--- config.mk ---
export PLATFORM = sky130hd
export DESIGN_NAME = ysyx_24100005_lsu
export DESIGN_NICKNAME = d
export VERILOG_FILES = /design/src/rtl/ysyx_24100005_lsu.sv
export SDC_FILE = /design/constraint.sdc
export NUM_CORES = 1
export LEC_CHECK = 0
export BUFFER_PORTS_ARGS = -buffer_cell sky130_fd_sc_hd__buf_2
export CAP_MARGIN = 20
export CORE_UTILIZATION = 34
export CTS_CLUSTER_DIAMETER = 60
export CTS_CLUSTER_SIZE = 20
export DETAILED_ROUTE_END_ITERATION = 7
export HOLD_SLACK_MARGIN = 0.08
export MAX_ROUTING_LAYER = met4
export PLACE_DENSITY = 0.68
export SYNTH_ARGS = -nofsm -noshare
export SYNTH_HDL_FRONTEND = slang
export SYNTH_SLANG_ARGS = --single-unit
--- constraint.sdc ---
create_clock -name clk -period 2.6 [get_ports clk]
set_input_delay 0.52 -clock clk [delete_from_list [all_inputs] [get_ports clk]]
set_output_delay 0.52 -clock clk [all_outputs]
set_load 0.02 [all_outputs]
--- src/rtl/ysyx_24100005_lsu.sv ---
// ysyx_24100005_lsu: multi-cycle load/store unit between the execute stage and a valid/ready data bus.
// Optional WAIT-state timeout is enabled by defining YSYX_24100005_LSU_TIMEOUT_EN.
module ysyx_24100005_lsu #(
  parameter int unsigned XLEN        = 32,
  parameter int unsigned ADDR_W      = 32,
  parameter int unsigned TIMEOUT_CYC = 255
) (
  input  logic                 clk,
  input  logic                 rst,
  input  logic                 req_valid,
  output logic                 req_ready,
  input  logic                 req_we,
  input  logic [2:0]           req_funct3,
  input  logic [ADDR_W-1:0]    req_addr,
  input  logic [XLEN-1:0]      req_wdata,
  output logic                 rsp_valid,
  output logic [XLEN-1:0]      rsp_rdata,
  output logic                 rsp_err,
  output logic                 mem_valid,
  input  logic                 mem_ready,
  output logic                 mem_we,
  output logic [ADDR_W-1:0]    mem_addr,
  output logic [XLEN-1:0]      mem_wdata,
  output logic [XLEN/8-1:0]    mem_wmask,
  input  logic                 mem_rvalid,
  input  logic [XLEN-1:0]      mem_rdata
);

  localparam int unsigned MASK_W = XLEN / 8;
  localparam int unsigned OFF_W  = $clog2(MASK_W);

  if (!(XLEN == 32 || XLEN == 64) || TIMEOUT_CYC == 0) begin : g_param_check
    $error("ysyx_24100005_lsu: XLEN must be 32 or 64 and TIMEOUT_CYC nonzero");
  end

  typedef enum logic [1:0] {S_IDLE, S_REQ, S_WAIT, S_RESP} state_e;

  state_e              state_q, state_d;
  logic                we_q, we_d;
  logic [2:0]          funct3_q, funct3_d;
  logic [ADDR_W-1:0]   addr_q, addr_d;
  logic [XLEN-1:0]     wdata_q, wdata_d;
  logic [XLEN-1:0]     rdata_q, rdata_d;
  logic                err_q, err_d;

`ifdef YSYX_24100005_LSU_TIMEOUT_EN
  localparam int unsigned CNT_W = $clog2(TIMEOUT_CYC + 1);
  logic [CNT_W-1:0]    cnt_q, cnt_d;
`endif

  // Request legality is judged on the live request so a bad access never reaches the bus.
  logic req_bad;
  always_comb begin
    case (req_funct3[1:0])
      2'd0:    req_bad = 1'b0;
      2'd1:    req_bad = req_addr[0];
      2'd2:    req_bad = |req_addr[1:0];
      default: req_bad = (MASK_W < 8) || (|req_addr[2:0]);
    endcase
  end

  logic [1:0]       size_q;
  logic [OFF_W-1:0] off_q;
  logic [OFF_W+2:0] shamt;
  assign size_q = funct3_q[1:0];
  assign off_q  = addr_q[OFF_W-1:0];
  assign shamt  = {off_q, 3'b000};

  logic [MASK_W-1:0] size_mask;
  logic [XLEN-1:0]   keep;
  logic              sign_bit;
  logic [XLEN-1:0]   shifted;
  logic [XLEN-1:0]   load_ext;

  assign shifted = mem_rdata >> shamt;

  always_comb begin
    case (size_q)
      2'd0: begin
        size_mask = MASK_W'(1);
        keep      = XLEN'(8'hFF);
        sign_bit  = shifted[7];
      end
      2'd1: begin
        size_mask = MASK_W'(3);
        keep      = XLEN'(16'hFFFF);
        sign_bit  = shifted[15];
      end
      2'd2: begin
        size_mask = MASK_W'(15);
        keep      = XLEN'(32'hFFFF_FFFF);
        sign_bit  = shifted[31];
      end
      default: begin
        size_mask = '1;
        keep      = '1;
        sign_bit  = 1'b0;
      end
    endcase
    // funct3[2] set selects the unsigned (zero-extending) load variants.
    load_ext = (shifted & keep) | ((!funct3_q[2] && sign_bit) ? ~keep : '0);
  end

  always_comb begin
    // NOTE: every signal gets a default first so no path through the case infers a latch.
    state_d  = state_q;
    we_d     = we_q;
    funct3_d = funct3_q;
    addr_d   = addr_q;
    wdata_d  = wdata_q;
    rdata_d  = rdata_q;
    err_d    = err_q;
`ifdef YSYX_24100005_LSU_TIMEOUT_EN
    cnt_d    = cnt_q;
`endif
    case (state_q)
      S_IDLE: begin
        if (req_valid) begin
          we_d     = req_we;
          funct3_d = req_funct3;
          addr_d   = req_addr;
          wdata_d  = req_wdata;
          rdata_d  = '0;
          err_d    = req_bad;
          state_d  = req_bad ? S_RESP : S_REQ;
        end
      end
      S_REQ: begin
        if (mem_ready) begin
          state_d = S_WAIT;
`ifdef YSYX_24100005_LSU_TIMEOUT_EN
          cnt_d   = '0;
`endif
        end
      end
      S_WAIT: begin
        if (mem_rvalid) begin
          rdata_d = we_q ? '0 : load_ext;
          state_d = S_RESP;
        end
`ifdef YSYX_24100005_LSU_TIMEOUT_EN
        else if (cnt_q == CNT_W'(TIMEOUT_CYC - 1)) begin
          err_d   = 1'b1;
          rdata_d = '0;
          state_d = S_RESP;
        end else begin
          cnt_d = cnt_q + CNT_W'(1);
        end
`endif
      end
      S_RESP:  state_d = S_IDLE;
      default: state_d = S_IDLE;
    endcase
  end

  // NOTE: the whole datapath is reset too, so outputs derived from it are defined straight out of reset.
  always_ff @(posedge clk or negedge rst) begin
    if (!rst) begin
      state_q  <= S_IDLE;
      we_q     <= 1'b0;
      funct3_q <= '0;
      addr_q   <= '0;
      wdata_q  <= '0;
      rdata_q  <= '0;
      err_q    <= 1'b0;
`ifdef YSYX_24100005_LSU_TIMEOUT_EN
      cnt_q    <= '0;
`endif
    end else begin
      // NOTE: non-blocking assignments keep every flop updating from pre-edge values.
      state_q  <= state_d;
      we_q     <= we_d;
      funct3_q <= funct3_d;
      addr_q   <= addr_d;
      wdata_q  <= wdata_d;
      rdata_q  <= rdata_d;
      err_q    <= err_d;
`ifdef YSYX_24100005_LSU_TIMEOUT_EN
      cnt_q    <= cnt_d;
`endif
    end
  end

  assign req_ready = (state_q == S_IDLE);
  assign rsp_valid = (state_q == S_RESP);
  assign rsp_rdata = rsp_valid ? rdata_q : '0;
  assign rsp_err   = rsp_valid & err_q;

  assign mem_valid = (state_q == S_REQ);
  assign mem_we    = mem_valid & we_q;
  assign mem_addr  = {addr_q[ADDR_W-1:OFF_W], {OFF_W{1'b0}}};
  assign mem_wmask = mem_we ? (size_mask << off_q) : '0;
  assign mem_wdata = mem_we ? (wdata_q << shamt) : '0;

endmodule

==> results of run 1 <==
[cells in the mapped netlist (2+ instances only)]
master,count,area (um^2)
a21oi_1,12,60.1
inv_1,6,22.5
nand2_1,28,105
nor2_1,29,109
mux2i_1,27,270
nand3b_1,2,15.0
ha_1,4,50.1
nand2b_1,2,12.5
a211oi_1,18,135
buf_4,32,240
a221o_1,16,160
a211o_1,7,61.3
o21ai_0,25,125
dfrtp_1,103,2580
buf_1,8,30.0
and2_1,48,300
mux2_2,85,957
buf_2,13,65.1
nor2b_1,9,56.3
clkbuf_1,10,37.5
[repair_timing]
action                     in CTS  in global routing
setup endpoints to repair      10                 13
gates resized for setup         2                  4
buffers inserted                0                  0
[final timing paths]
kind | startpoint | endpoint | cells after the start
max reg2reg | state_q[0] | rdata_q[29] | 6
min reg2reg | rdata_q[4] | rdata_q[4] | 2
max in group asynchronous | rst | addr_q[17] | 2
min | rst | rdata_q[25] | 1
min in group clk | req_addr[11] | addr_q[11] | 2
max | state_q[1] | mem_wmask[1] | 7
[logic make-up (layout without fill, tap and decap cells)]
kind of cell	Yosys count	count (layout)	synth area share, %
mux	112	112	22.1
fa+ha+maj	4	4	0.900
buf+inv	71	244	7.40
xor+xnor	1	1	0.157
other cells	1	5	0.0674
flops	103	103	46.3
compound gates	81	81	10.6
simple gates	128	128	12.5
[metal layers]
metal | vias to the layer above | share of wire (%) | routed length (um)
met3 | 16 | 7.1 | 1070
met1 | 2075 | 44 | 6610
met5 | - | 0 | 0
met2 | 193 | 47 | 7160
li1 | 2070 | - | -
met4 | 0 | 1.7 | 255
[critical path, delay by kind of cell, from the launching register on]
kind	cells	cell delay [ps]
AND/OR/NAND/NOR	2	370
buffers and inverters	3	470
flip-flops	1	410
AO/OA/AOI/OAI	1	160
adder cells (fa/ha/maj)	1	200
[power groups by stage]
stage          combinational (mW)  clock [mW]  sequential, mW
4_1_cts                      4.01        1.51            2.99
2_1_floorplan                3.33           0            2.73
6_report                     3.98        1.47            2.99
5_1_grt                      4.34        1.57            3.09
3_3_place_gp                 3.94           0            3.00
3_5_place_dp                 3.99           0            3.02
[per-stage QoR]
step,cells,util (%)
global placement,875,41.7
floorplan,502,-
CTS,891,43.8
detailed placement,875,41.7
finish,894,43.9
global route,894,43.9
[flip-flops by register name, summed over array words and instances, names as in the netlist]
| name | count |
|---|---|
| state_q | 2 |
| funct3_q | 3 |
| addr_q | 32 |
| rdata_q | 32 |
| err_q | 1 |
| wdata_q | 32 |
| we_q | 1 |
[final cells by class]
cell class	count	share of cell area (%)
multi-input cells	328	37.1
flip-flops and latches	103	36.9
repair buffers	222	17.0
well taps	216	3.86
clock buffers	9	3.22
clock inverters	7	1.40
inverters	6	0.322
diodes	3	0.107
==> impl_results.md, run 1 <==
* Final Worst Setup Slack at 127 ps
* Logic pwr share at 47.2%
* Clk Latency, worst-skew pair at 360 ps
* First-iteration detailed-routing DRC count at 212
* Sw Share at 41.5%
* Initial antenna violation count at 3
* Slowest cell on crit path: dfrtp_1
* Syn-to-layout area delta at 25.8%
* Crit path cell chain: inv_1, ha_2, nand2_1, or2_1, buf_4, a21oi_2, buf_4
* Crit start category: flip-flop
* Total number of vias at 4,354
* Drt via density at slightly below 5
* Synthesized cell area at 0.00556 mm^2
* Critical path data arrival time at 1950 ps
* Post-route DRC at 0
* GRT met3 Usage at 3.98%
* Syn_area_per_cell at 11.1 um^2
* Status: complete, no violations
* Final clock skew at 9.41 ps
* Share of cells above drive strength 1 at 49.8%
* Maximum VDD drop at between 500 and 600 uV
* Die height at approximately 130 um
* CTS Sinks at 103
* Final setup vio count at 0
* Most used cell, CP: buf_4
* DRT Wirelength at 15,100 um
* Total CTS buffers at 9
* Worst slew pin tran at 863 ps
* Power per cell area at 1210 mW/mm^2
* Clock power share at 17.4%
* Min Hold Slack at roughly 110 ps
* Total Routing Usage GR at 19.0%
* GR Util met1 at 23.1%
* WL/cell at about 17 um
* Post-synth EDFFs at 0
* Port bufs at 207
* Antenna viol nets, final at 0
* Largest net degree at the start of global routing at 75
* Layout Nets at 779
* Setup TNS Final at 0 ps
* Internal reg-to-reg setup slack at approximately 240 ps
* Post-DP Area at 0.00665 mm^2
* Width of the die at 130 um
* Synthesized instance count at 501
* H-tree levels at 3
* Hold_buf cts at 0
* Final Hold Fails at 0
* Place WS at 268 ps
* Hold crit path type: in -> async
* Vias in the first global route at 4,231
* Pre-antenna DRT Iters at 4
* Detailed Place HPWL at roughly 11,000 um
* Multi-input gate area at 0.00260 mm^2
* Worst setup path class: reg -> out
* Die ar. at 0.0169 mm^2
* Final RePlAce weighted congestion at around 0.81
* Rel. slew slack at between 40 and 50%
* Sequential Area at 0.00258 mm^2
* Post-synth cell types at 37
* Final Max Slew Viols at 0
* CTS clk-pin slew, worst paths at 80 ps
* Most common cell after layout, fill and taps aside: buf_2
* Met2 track demand over resource at 30.9%
* Worst Setup End Kind: primary output
* Psw at 3.50 mW
* Maximum root-to-sink buffer count at 2
* Row cnt at 46
* CTS root buffer: clkbuf_16
* Sequential Power Share at 35.4%
* FMAX at 404 MHz
* Min Tclk post-route at 2470 ps
* Worst path required time at around 2100 ps
* Core footprint at between 0.015 and 0.02 mm^2
* Sequential-to-total area share from yosys stat at between 40% and 50%
* First-pass GRT wire length at approximately 23,000 um
* Pwr Total at 8.43 mW
* Async set or reset register ratio after synthesis at 100%
* Filler instances at about 1,500
* Seq cells post-synth at just over 100
* Period utilization at 95.1%
* Yosys warns at 0
* Largest stage delay on the critical path at 410 ps
* CTS tree: built
* Power Internal at 4.93 mW
* Initial Utilization at around a third
* Final Instance Area at 0.00700 mm^2
* Grt peak-use layer: met2
* Leak at 3.54 nW
* Grt total ovfl at 0
* Commonest cells after routing, fill and taps aside: buf_2 (205), dfrtp_1 (101), mux2_2 (85), and2_1 (48), nor2_1 (28)
* CP max FO at 9
* I/O pin count at between 200 and 250
* Synth Flop Type: dfrtp_1
* Max-Cap Viols at 0
Power figures use the tool's default switching activity.
==> run 2: changes to the inputs <==
--- a/config.mk
+++ b/config.mk
@@ -7,13 +7,14 @@
 export LEC_CHECK = 0
 export BUFFER_PORTS_ARGS = -buffer_cell sky130_fd_sc_hd__buf_2
 export CAP_MARGIN = 20
-export CORE_UTILIZATION = 34
+export CORE_UTILIZATION = 40
 export CTS_CLUSTER_DIAMETER = 60
 export CTS_CLUSTER_SIZE = 20
 export DETAILED_ROUTE_END_ITERATION = 7
 export HOLD_SLACK_MARGIN = 0.08
 export MAX_ROUTING_LAYER = met4
-export PLACE_DENSITY = 0.68
+export PLACE_DENSITY = 0.76
+export RECOVER_POWER = 25
 export SYNTH_ARGS = -nofsm -noshare
 export SYNTH_HDL_FRONTEND = slang
 export SYNTH_SLANG_ARGS = --single-unit
==> run 2 against run 1 <==
Clock power fell by 10%. First-iteration DRC count increased by 18%. Count of clock-buffer cells in the layout increased by 2. Final cell count decreased by 4.3%. Flip-flop and latch count unchanged. Combinational power about the same. Critical path type unchanged.
==> impl_results.md, run 2 (synthesis results as in run 1) <==
* I/O pin count at 210 (unchanged)
* Die ar. at 0.0144 mm^2 (was 0.0169 mm^2)
* Syn-to-layout area delta at 24.0% (was 25.8%)
* Clk Latency, worst-skew pair at 350 ps (was 360 ps)
* RSZ-0062 raised after global routing: no
* Worst slew pin tran at 896 ps (was 863 ps)
* Die height at 120 um (was 130 um)
* Util after Layout at 51.5% (was 43.9%)
* Maximum root-to-sink buffer count at 2 (unchanged)
* Most common cell after layout, fill and taps aside: buf_2 (unchanged)
* WL/cell at 17.6 um (was 16.9 um)
* Total Routing Usage GR at 22.0% (was 19.0%)
* Initial Utilization at 41.5% (was 34.9%)
* Width of the die at 120 um (was 130 um)
* Max-Cap Viols at 0 (unchanged)
* H-tree levels at 3 (unchanged)
* Total CTS buffers at 9 (unchanged)
* CTS Sinks at 103 (unchanged)
* Drt via density at 5.20 (was 4.87)
* Post-route DRC at 0 (unchanged)
* Worst Setup End Kind: primary output (unchanged)
* Detailed Place HPWL at 11,200 um (about the same)
* Final RePlAce weighted congestion at 0.884 (was 0.812)
* Pre-antenna DRT Iters at 4 (unchanged)
* Period utilization at 96.2% (was 95.1%)
* CP max FO at 19 (was 9)
* Dpl cells at 836 (was 875)
* Final Max Slew Viols at 0 (unchanged)
* Row cnt at 42 (was 46)
* Power per cell area at 1200 mW/mm^2 (was 1210 mW/mm^2)
* Port bufs at 207 (unchanged)
* Final clock skew at 7.77 ps (was 9.41 ps)
* Non-filler instance count after layout at 856 (was 894)
* Final Hold Fails at 0 (unchanged)
* FMAX at 400 MHz (was 404 MHz)
* CTS clk-pin slew, worst paths at 70 ps (was 80 ps)
* Final Instance Area at 0.00690 mm^2 (was 0.00700 mm^2)
* Maximum VDD drop at 536 uV (was 571 uV)
* DRT Wirelength at 15,100 um (about the same)
* CTS tree: built (unchanged)
* Layout Nets at 784 (was 779)
* Grt total ovfl at 0 (unchanged)
* First-iteration detailed-routing DRC count at 250 (was 212)
* Share of cells above drive strength 1 at 47.6% (was 49.8%)
* Worst path required time at 2080 ps (about the same)
* Worst setup path class: reg -> out (unchanged)
* Rel. slew slack at 40.2% (was 42.4%)
* Antenna viol nets, final at 0 (unchanged)
* Min Tclk post-route at 2500 ps (was 2470 ps)
* CTS root buffer: clkbuf_16 (unchanged)
* Setup TNS Final at 0 ps (unchanged)
* Critical path data arrival time at 1980 ps (was 1950 ps)
* Largest net degree at the start of global routing at 54 (was 75)
* Leak at 3.49 nW (was 3.54 nW)
* Post-DP Area at 0.00659 mm^2 (was 0.00665 mm^2)
* Final setup vio count at 0 (unchanged)
* Initial antenna violation count at 1 (was 3)
* Biggest regs: addr_q x32, rdata_q x32, wdata_q x32 (unchanged)
* Total number of vias at 4,451 (was 4,354)
* Core footprint at 0.0134 mm^2 (was 0.0159 mm^2)
* Status: complete, no violations (unchanged)
* First-pass GRT wire length at 23,600 um (was 23,000 um)
* Crit start category: flip-flop (unchanged)
* Hold crit path type: in -> reg (was in -> async)
* Vias in the first global route at 4,549 (was 4,231)
* Commonest cells after routing, fill and taps aside: buf_2 (190), dfrtp_1 (101), mux2_2 (85), and2_1 (48), nor2_1 (28) (was buf_2 (205), dfrtp_1 (101), mux2_2 (85), and2_1 (48), nor2_1 (28))
[run 2: metrics by stage]
stage	setup WS [ps]	power, mW	hold WS [ps]
finish	99.6	8.30	394
global route	19.7	8.81	392
CTS	46.3	8.33	382
detailed placement	278	6.97	368
global placement	378	6.83	369
floorplan	68.4	6.06	224
[run 2: worst paths after layout]
kind,slack [ps],from,endpoint,cells past startpoint
min reg2reg,480,rdata_q[2],rdata_q[2],2
max reg2reg,270,state_q[0],rdata_q[19],6
min in group asynchronous,690,rst,rdata_q[24],2
min,390,req_funct3[2],funct3_q[2],2
max in group asynchronous,660,rst,addr_q[1],3
max,100,state_q[1],mem_wmask[2],6
[run 2: layer usage]
layer	part of all wire (%)	wire (um)	vias up	GRT usage [%]
met5	0	0	-	-
met4	1.9	282	0	8.20
met3	6.5	982	25	3.42
met2	48	7160	220	35.6
met1	44	6630	2142	27.9
li1	-	-	2064	-
[run 2: power breakdown]
part	internal, mW	switching [mW]
Combinational	1.74	2.27
Clock	0.739	0.584
Sequential	2.39	0.572
[run 2: critical path, stage by stage, from the launching register on]
cell and delay [ps]:
dfrtp_1 380, inv_1 100, ha_2 200, nand2_1 90, buf_4 220, a211oi_1 390
buf_2 250
[run 2: timing repair]
action,CTS,global route
endpoints found under the hold margin,10,0
hold buffers,1,0
setup endpoints to repair,0,11
gates resized for setup,0,10
setup buffers,0,2
[run 2: layout make-up]
cell class                      count  area [um^2]
Fill cell                        1222         6500
Multi-Input combinational cell    328         2600
Sequential cell                   103         2580
Timing Repair Buffer              227         1190
Clock buffer                       11          233
Tap cell                          176          220
Clock inverter                      4         47.5
Inverter                            6         22.5
Antenna cell                        1         2.50
